$ cat src/rtl/mem_stage_sram.sv
// rtl/mem_stage_sram.sv - MEM pipeline stage with handshaked external SRAM access and timeout
// Optional macro MEM_ADDR_OFFSET_EN rebases data addresses so byte 1024 maps to word 0.
module mem_stage_sram #(
    parameter int ADDR_WIDTH     = 16,
    parameter int TIMEOUT_CYCLES = 15
) (
    input  logic                  clk,
    input  logic                  rst,
    input  logic                  writeBackEnIn,
    input  logic                  memReadIn,
    input  logic                  memWriteIn,
    input  logic [31:0]           ALUResultIn,
    input  logic [31:0]           storeValIn,
    input  logic [3:0]            destinationIn,
    output logic                  freeze,
    output logic                  memReq,
    output logic                  memWe,
    output logic [ADDR_WIDTH-1:0] memAddr,
    output logic [31:0]           memWData,
    input  logic [31:0]           memRData,
    input  logic                  memAck,
    output logic                  writeBackEn,
    output logic                  memRead,
    output logic [31:0]           ALUResult,
    output logic [31:0]           memData,
    output logic [3:0]            destination,
    output logic                  busErr
);
    localparam int CNT_W = (TIMEOUT_CYCLES > 1) ? $clog2(TIMEOUT_CYCLES) : 1;

    typedef enum logic [1:0] {S_IDLE, S_REQ, S_DONE} state_t;

    state_t                r_state;
    state_t                w_state_nxt;
    logic [CNT_W-1:0]      r_cnt;
    logic                  r_is_write;
    logic [ADDR_WIDTH-1:0] r_mem_addr;
    logic [31:0]           r_mem_wdata;
    logic [31:0]           r_rdata;
    logic                  r_bus_err;
    logic                  r_wb_en;
    logic                  r_mem_read;
    logic [31:0]           r_alu_result;
    logic [31:0]           r_mem_data;
    logic [3:0]            r_dest;

    logic                  w_mem_op;
    logic                  w_timeout;
    logic                  w_freeze;
    logic                  w_mem_req;
    logic                  w_mem_we;
    logic [ADDR_WIDTH-1:0] w_word_addr;

    assign w_mem_op  = memReadIn | memWriteIn;
    assign w_timeout = (r_cnt == CNT_W'(TIMEOUT_CYCLES - 1));

`ifdef MEM_ADDR_OFFSET_EN
    // Byte offset 1024 is exactly 256 words, so subtracting after word selection is equivalent.
    assign w_word_addr = ALUResultIn[ADDR_WIDTH+1:2] - ADDR_WIDTH'(256);
`else
    assign w_word_addr = ALUResultIn[ADDR_WIDTH+1:2];
`endif

    always_ff @(posedge clk or negedge rst) begin
        if (!rst) begin
            r_state <= S_IDLE;
        end else begin
            r_state <= w_state_nxt;
        end
    end

    always_comb begin
        w_state_nxt = r_state;
        case (r_state)
            S_IDLE:  if (w_mem_op) w_state_nxt = S_REQ;
            S_REQ:   if (memAck || w_timeout) w_state_nxt = S_DONE;
            S_DONE:  w_state_nxt = S_IDLE;
            default: w_state_nxt = S_IDLE;
        endcase
    end

    always_comb begin
        w_freeze  = 1'b0;
        w_mem_req = 1'b0;
        w_mem_we  = 1'b0;
        case (r_state)
            S_IDLE: w_freeze = w_mem_op;
            S_REQ: begin
                w_freeze  = 1'b1;
                w_mem_req = 1'b1;
                w_mem_we  = r_is_write;
            end
            default: ;
        endcase
    end

    // Access bookkeeping: request latch on entry, ack/timeout capture in REQ.
    always_ff @(posedge clk or negedge rst) begin
        if (!rst) begin
            r_cnt       <= '0;
            r_is_write  <= 1'b0;
            r_mem_addr  <= '0;
            r_mem_wdata <= '0;
            r_rdata     <= '0;
            r_bus_err   <= 1'b0;
        end else begin
            case (r_state)
                S_IDLE: begin
                    if (w_mem_op) begin
                        r_cnt       <= '0;
                        r_is_write  <= memWriteIn;
                        r_mem_addr  <= w_word_addr;
                        r_mem_wdata <= storeValIn;
                    end
                end
                S_REQ: begin
                    if (memAck) begin
                        r_rdata <= r_is_write ? 32'h0 : memRData;
                    end else begin
                        r_cnt <= r_cnt + CNT_W'(1);
                        if (w_timeout) begin
                            r_rdata   <= 32'h0;
                            r_bus_err <= 1'b1;
                        end
                    end
                end
                default: ;
            endcase
        end
    end

    // MEM-to-WB register: bubble while frozen, captured data only when leaving DONE.
    always_ff @(posedge clk or negedge rst) begin
        if (!rst) begin
            r_wb_en      <= 1'b0;
            r_mem_read   <= 1'b0;
            r_alu_result <= '0;
            r_mem_data   <= '0;
            r_dest       <= '0;
        end else if (w_freeze) begin
            r_wb_en    <= 1'b0;
            r_mem_read <= 1'b0;
        end else begin
            r_wb_en      <= writeBackEnIn;
            r_mem_read   <= memReadIn & ~memWriteIn;
            r_alu_result <= ALUResultIn;
            r_dest       <= destinationIn;
            if (r_state == S_DONE) r_mem_data <= r_rdata;
        end
    end

    assign freeze      = w_freeze & rst;
    assign memReq      = w_mem_req;
    assign memWe       = w_mem_we;
    assign memAddr     = r_mem_addr;
    assign memWData    = r_mem_wdata;
    assign busErr      = r_bus_err;
    assign writeBackEn = r_wb_en;
    assign memRead     = r_mem_read;
    assign ALUResult   = r_alu_result;
    assign memData     = r_mem_data;
    assign destination = r_dest;

endmodule

$ cat config.mk
export PLATFORM = sky130hd
export DESIGN_NAME = mem_stage_sram
export DESIGN_NICKNAME = d
export VERILOG_FILES = /design/src/rtl/mem_stage_sram.sv
export SDC_FILE = /design/constraint.sdc
export NUM_CORES = 1
export LEC_CHECK = 0
export ABC_AREA = 0
export CORE_AREA = 2 2 113 115
export CTS_BUF_LIST = sky130_fd_sc_hd__clkbuf_8
export DETAILED_ROUTE_END_ITERATION = 12
export DIE_AREA = 0 0 115 117
export PLACE_DENSITY_LB_ADDON = 0.15
export REMOVE_ABC_BUFFERS = 1
export SLEW_MARGIN = 15
export SYNTH_ARGS = -nofsm -noshare
export SYNTH_HDL_FRONTEND = slang
export SYNTH_SLANG_ARGS = --single-unit
$ cat constraint.sdc
create_clock -name clk -period 4.8 [get_ports clk]
set_clock_uncertainty 0.1 [all_clocks]
set_input_delay 1.44 -clock clk [delete_from_list [all_inputs] [get_ports clk]]
set_output_delay 1.44 -clock clk [all_outputs]
set_load 0.005 [all_outputs]
== Yosys cells after proc, flatten, opt, wreduce, memory -nomap -nowiden ==
Index checks and enable logic that the tools add are counted.

* Register bits: 158
* Input bits: 106

* $add $sub $neg: 1
* Bitwise gates (word level): 6
* Equality and inequality tests: 6
* Reductions and logical operators: 10
* Muxes and demuxes: 14

{| class="wikitable"
|+ Operator list
! operator !! count
|-
| two-way mux 32 bit || 3
|-
| two-way mux 4 bit || 2
|-
| case mux 4 bit (2 select lines) || 1
|-
| AND reduction 2 bit || 4
|-
| inequality test 2 bit (second input constant) || 3
|-
| AND reduction 3 bit || 2
|-
| adder 4 x 1 -> 4 bit (second input constant) || 1
|-
| == test 4 bit (second input constant) || 1
|-
| two-way mux 1 bit || 4
|-
| two-way mux 2 bit || 2
|-
| case mux 2 bit (2 select lines) || 1
|-
| nonzero test 2 bit || 2
|-
| inverter 1 bit || 3
|-
| bitwise AND 1 bit || 2
|-
| == test 2 x 1 -> 1 bit (second input constant) || 1
|-
| == test 2 bit (second input constant) || 1
|-
| logical NOT 2 bit || 1
|-
| case mux 1 bit (2 select lines) || 1
|-
| logical OR 1 bit || 1
|-
| OR 1 bit || 1
|}

== Logic depth before layout (Yosys ltp) ==
Gate-level depths: netlist of the first run.

* Word-level depth: 4
* Depth in mapped cells: 6
* Gate-level depth less buffers: 5

== Least setup slack after synthesis of the first run ==
No wires, ideal clock.

* Kind: input to output
* Start: input memWriteIn
* End: output freeze
* Setup slack: 1.088 ns
* Stages: 5
* Data arrival time: 2.172 ns
* Path buffers: 2
* Cell sequence: nor3_1 -> nor2_1 -> buf_2 -> buf_2 -> and2_1

* Longest elaborated chain between the ends: 3

{| class="wikitable"
|+ RTL lines
! what !! RTL line !! source
|-
| start, declared || 11 || <nowiki>input logic memWriteIn,</nowiki>
|-
| OR 1 bit || 54 || <nowiki>assign w_mem_op = memReadIn | memWriteIn;</nowiki>
|-
| case mux 1 bit (2 select lines) || 86 || <nowiki>case (r_state)</nowiki>
|-
| bitwise AND 1 bit || 152 || <nowiki>assign freeze = w_freeze & rst;</nowiki>
|-
| end, declared || 15 || <nowiki>output logic freeze,</nowiki>
|}

Every way passes these cells.

== Worst setup path after layout of the first run ==
Same ends and word-level chain as after synthesis.

==> results of run 1 <==
[registers in the layout, summed over array words and instances (netlist names)]
name	count
ALUResult	32
memData	32
memWData	32
r_rdata	32
memAddr	16
destination	4
r_cnt	4
r_state	2
busErr	1
memRead	1
r_is_write	1
writeBackEn	1
[stage by stage]
step                      instance area, sq um  std cells
after floorplan                           5769        342
after global placement                    8300        726
after detailed placement                  8300        726
after CTS                                 8671        757
after global routing                      8671        757
final                                     8671        757
[area by class of cell]
class / instances / area share [%]
flip-flops and latches: 158 / 45.60
repair buffers: 234 / 26.83
multi-input cells: 181 / 21.01
clock buffers: 22 / 3.492
well taps: 150 / 2.165
clock inverters: 9 / 0.7792
inverters: 3 / 0.1299
[critical path, stage by stage]
cell	delay [ns]
clkdlybuf4s50_1	0.45
nor3_1	0.35
nor2_4	0.07
and2_1	0.16
clkdlybuf4s50_1	0.48
[layer usage]
| layer | up-vias | global-route usage [%] | part of all wire, % |
|---|---|---|---|
| li1 | 1766 | - | - |
| met1 | 1975 | 24.84 | 41 |
| met2 | 137 | 33.76 | 50 |
| met3 | 21 | 7.415 | 8.0 |
| met4 | 0 | 8.755 | 1.9 |
| met5 | - | 0 | 0 |
[synth_stat cells, types with 2 or more instances]
cell	number	share of area (%)
o21ai_1	3	0.25
o311ai_0	2	0.30
nand3_1	2	0.17
o21bai_1	2	0.25
buf_2	16	1.4
mux2_1	20	3.8
and3b_1	2	0.30
and2_1	2	0.21
dfrtp_1	158	67
nor2b_1	2	0.21
ha_1	2	0.43
or3_1	2	0.21
clkbuf_1	5	0.32
nor2_1	3	0.19
a21oi_1	2	0.17
a22o_1	33	4.9
inv_1	3	0.19
mux2_2	96	18
o21ai_0	2	0.17
[power by group]
group          switching, W  internal, W  total (W)  leakage, nW
logic              0.000721      0.00151    0.00223         1.64
registers          0.000331      0.00195    0.00228         1.95
clock network      0.000453     0.000467   0.000920        0.206
[how the worst min path moves through the flow]
| stage | end | cells after the start | startpoint |
|---|---|---|---|
| after floorplan | r_rdata[6] | 1 | r_rdata[6] |
| after global placement | busErr | 1 | busErr |
| after detailed placement | busErr | 1 | busErr |
| after CTS | busErr | 1 | busErr |
| after global routing | memWData[9] | 1 | memWData[9] |
| final | busErr | 1 | busErr |
[logic make-up (layout without fill, tap and decap cells)]
group,after synthesis,in the layout,share of synthesized area (%)
buffers and inverters,26,268,2.189
adder cells (fa/ha/maj),2,2,0.4250
AO/OA/AOI/OAI,44,44,6.057
multiplexers,116,116,22.19
flip-flops,158,158,67.16
AND/OR/NAND/NOR,19,19,1.977
==> run_results.csv, run 1 <==
group,metric,value,unit
timing,min_period_over_period,93.56,%
timing,clock.fmax,0.2227,GHz
cts,clk_pin_slew_worst_paths,0.08,ns
synth,synthCells,365,
floorplan,dieArea,0.01346,sq mm
cts,cts_root_buf,"clkbuf_8",
synth,synth_area,0.005887,sq mm
timing,rsz0062_at_grt,"false",
cts,cts_buffers,17,
timing,whs,0.3821,ns
timing,fin_ws,0.3092,ns
floorplan,num_rows,41,
routing,ant_nets,0,
global_route,grt_pass1_vias,4013,
layout,fillCellCount,894,
pwr,leakage,3.800,nW
setup_path,cp-end-kind,"output pin",
setup_path,cp-startpoint,"memWriteIn",
synth,yosys_warnings,0,
floorplan,boundaryPins,228,
layout,fin_util,70.43,%
timing,setup_tns,0,ns
routing,viasPerCell,5.151,
timing,hold_viol_final,0,
cts,post_cts_resized,0,
floorplan,fp.coreArea,0.01231,sq mm
worst_hold_path,hp-class,"reg2reg",
synth,yosysUniqueCellTypes,27,
layout,multi_input_area,0.001822,sq mm
setup_path,ff2ff_path_depth,3,
job,maxCapViolCount,0,
synth,syn_avg_cell_area,16.13,sq um
cts,cts_setup_buffers,0,
layout,seq_area,0.003954,sq mm
setup_path,startpoint_type,"primary input",
global_route,grt_start_max_net_pins,73,
synth,ys_async_sr_fraction,100.0,%
timing,setup_violations,0,
setup_path,timing.rr.end,"memWData[19]",
pwr,peakVddDrop,0.3318,mV
timing,slew-limit-headroom,39.87,%
cts,htreeDepth,4,
layout,fin_nets,703,
layout,final_common_cell,"clkdlybuf4s50_1",
cts,clk_path_buf_depth,2,
routing,wire_per_inst,17.77,um
global_route,track_usage,20.59,%
timing,slew_viol_final,0,
layout,antenna_cells,0,
timing,worst_pin_slew,0.9019,ns
cts,tritoncts,"built",
setup_path,crit_end,"freeze",
cts,cts.sinks,158,
pwr,p_per_area,626.7,mW/mm^2
setup_path,required,3.26,ns
routing,drtPass1Iterations,4,
routing,vias,3899,
status,status,"complete, no violations",
placement,hpwl,9505,um
routing,drt-total-wl,13450,um
global_route,antenna_found_initial,0,
setup_path,r2r_start,"r_state[1]",
placement,globalplace.congestion,0.7500,
placement,pre_cts_ws,0.2841,ns
timing,final_period_minus_worst_setup_slack,4.491,ns
setup_path,rrSetupSlack,2.87,ns
synth,yosysSeqAreaShare,67.16,%
placement,port-buffer-count,227,
cts,cts_hold_buf,0,
layout,final_cell_mix,"clkdlybuf4s50_1 (226), dfrtp_1 (158), mux2_2 (96)",
routing,drc,0,
global_route,grt_pass1_wl,20780,um
global_route,grt-ovfl-total,0,
synth,ys.flop_type,"dfrtp_1",
layout,final_layout_size_suffix_gt1_share,22.41,%
setup_path,crit_fanout,4,
floorplan,initial_core_util,47.82,%
setup_path,crit_type,"in2out",
synth,synth_edf_count,0,
floorplan,fp.dieH,117,um
cts,clk_latency,0.45,ns
layout,area_growth_syn_to_layout,47.29,%
pwr,finalPower,0.005434,W
routing,drtIter0Drc,150,
floorplan,die_w,115,um
synth,synth-seq-cells,158,
setup_path,crit_arrival,2.95,ns
Power figures use the tool's default switching activity.
==> run 2: changes to the inputs <==
--- a/config.mk
+++ b/config.mk
@@ -6,10 +6,10 @@
 export NUM_CORES = 1
 export LEC_CHECK = 0
 export ABC_AREA = 0
-export CORE_AREA = 2 2 113 115
+export CORE_AREA = 2 2 144 146
 export CTS_BUF_LIST = sky130_fd_sc_hd__clkbuf_8
 export DETAILED_ROUTE_END_ITERATION = 12
-export DIE_AREA = 0 0 115 117
+export DIE_AREA = 0 0 146 148
 export PLACE_DENSITY_LB_ADDON = 0.15
 export REMOVE_ABC_BUFFERS = 1
 export SLEW_MARGIN = 15
==> run 2 against run 1 <==
Sequential power hardly changed. Clock power is 2% lower. Cell area is 1.8% higher. Core utilization is 26 points lower. Sequential share of layout area is 0.80 points lower. Combinational power hardly changed. Setup slack better by 0.036 ns. Global-route usage is 7.0 points lower. Largest cell class unchanged.
==> run_results.csv, run 2 (synthesis results as in run 1) <==
group,metric,value,unit
status,status,"complete, no violations",
routing,drc,0,
timing,clock.fmax,0.2245,GHz
cts,clk_path_buf_depth,2,
timing,final_period_minus_worst_setup_slack,4.455,ns
cts,clk_latency,0.43,ns
routing,drtPass1Iterations,4,
placement,globalplace.congestion,0.7147,
setup_path,cpPeakStageDelay,0.46,ns
global_route,met2_usage,20.54,%
cts,cts_setup_buffers,0,
routing,drt-total-wl,14290,um
cts,tritoncts,"built",
timing,hold_viol_final,0,
setup_path,crit_chain,"clkdlybuf4s50_1, nor3_1, nor2_4, and2_1, clkdlybuf4s50_1",
floorplan,initial_core_util,29.38,%
global_route,grt_start_max_net_pins,75,
setup_path,required,3.26,ns
routing,ant_nets,0,
floorplan,boundaryPins,228,
pwr,p_switching,0.001556,W
global_route,top_usage_layer,"met2",
setup_path,crit_arrival,2.91,ns
pwr,p_sw_share,28.67,%
pwr,power.internal,0.003871,W
cts,htreeDepth,4,
job,maxCapViolCount,0,
setup_path,crit_fanout,4,
timing,setup_violations,0,
floorplan,num_rows,52,
timing,worst_pin_slew,0.9294,ns
setup_path,startpoint_type,"primary input",
layout,final_layout_size_suffix_gt1_share,22.70,%
pwr,sequentialPowerShare,42.0,%
timing,min_period_over_period,92.80,%
floorplan,fp.coreArea,0.02004,sq mm
layout,final_cell_mix,"clkdlybuf4s50_1 (226), dfrtp_1 (158), mux2_2 (96)",
floorplan,fp.dieH,148,um
routing,drtIter0Drc,130,
timing,slew_viol_final,0,
layout,fillCellCount,1861,
timing,rsz0062_at_grt,"false",
layout,area_growth_syn_to_layout,49.93,%
placement,hpwl,9819,um
placement,port-buffer-count,227,
floorplan,dieArea,0.02161,sq mm
timing,whs,0.3847,ns
setup_path,critPathSlowestCell,"clkdlybuf4s50_1",
pwr,peakVddDrop,0.2183,mV
pwr,combinationalPowerShare,41.3,%
global_route,grt_pass1_wl,23080,um
setup_path,crit_type,"in2out",
cts,cts_root_buf,"clkbuf_8",
global_route,track_usage,13.58,%
layout,final_common_cell,"clkdlybuf4s50_1",
setup_path,path_common_cell,"clkdlybuf4s50_1",
layout,antenna_cells,0,
cts,clk_pin_slew_worst_paths,0.08,ns
routing,viasPerCell,4.429,
pwr,p_per_area,615.0,mW/mm^2
timing,setup_tns,0,ns
cts,cts_hold_buf,0,
global_route,grt_util_met1,17.29,%
floorplan,die_w,146,um
cts,cts.sinks,158,
setup_path,cp-end-kind,"output pin",
global_route,grt_util_met3,6.574,%
cts,cts_buffers,17,
worst_hold_path,hp-class,"reg2reg",
global_route,grt-ovfl-total,0,
global_route,antenna_found_initial,0,
cts,post_cts_resized,0,
pwr,clkPwrFrac,16.7,%
routing,wire_per_inst,16.27,um
pwr,leakage,3.776,nW
layout,fin_nets,703,
routing,vias,3889,
timing,slew-limit-headroom,38.04,%
global_route,grt_pass1_vias,4220,
## run 2: cell count changes in the layout (fill, tap and decap cells not counted), sizes merged
cell	previous run	this run
clkinvlp	0	4
inv	5	6
bufinv	1	0
clkbuf	22	20
clkinv	6	5
## run 2: worst paths after layout
check / from / to / slack (ns) / cells past startpoint
max reg2reg: r_cnt[0] / r_rdata[31] / 2.58 / 6
min in group asynchronous: rst / ALUResult[1] / 0.71 / 1
min: busErr / busErr / 0.38 / 1
max in group asynchronous: rst / memData[14] / 1.89 / 3
max: memWriteIn / freeze / 0.35 / 5
min reg2reg: busErr / busErr / 0.38 / 1
## run 2: metal layers
| metal | vias up | share of wire [%] |
|---|---|---|
| met5 | - | 0 |
| met4 | 0 | 0.94 |
| met3 | 12 | 10 |
| met2 | 159 | 44 |
| met1 | 1952 | 45 |
| li1 | 1766 | - |
## run 2: layout make-up
type / instances / area (sq um) / area share (%)
well taps: 270 / 337.8 / 3.828
multi-input cells: 181 / 1822 / 20.64
repair buffers: 234 / 2338 / 26.50
clock inverters: 12 / 87.58 / 0.9923
inverters: 3 / 11.26 / 0.1276
flip-flops and latches: 158 / 3954 / 44.80
clock buffers: 20 / 275.3 / 3.119
## run 2: power by group through the flow
stage / clock network [W] / registers (W) / logic, W
final: 0.000905 / 0.00228 / 0.00224
after global routing: 0.00102 / 0.00237 / 0.00242
after CTS: 0.000954 / 0.00229 / 0.00230
after detailed placement: 0 / 0.00231 / 0.00229
after global placement: 0 / 0.00229 / 0.00226
after floorplan: 0 / 0.00230 / 0.000859
## run 2: metrics by stage
step / worst slack, ns / area [sq um] / utilization [%] / std cells / power (W)
after floorplan: -0.09374 / 5769 / - / 342 / 0.003161
after global routing: 0.2658 / 8826 / 44.04 / 878 / 0.005809
after global placement: 0.3065 / 8463 / 42.23 / 846 / 0.004544
final: 0.3454 / 8826 / 44.04 / 878 / 0.005428
after CTS: 0.3216 / 8826 / 44.04 / 878 / 0.005543
after detailed placement: 0.3298 / 8463 / 42.23 / 846 / 0.004600
## run 2: worst max-delay path: cells and delay by family
kind	cells	cell delay [ns]
simple gates	3	0.57
buf+inv	2	0.90
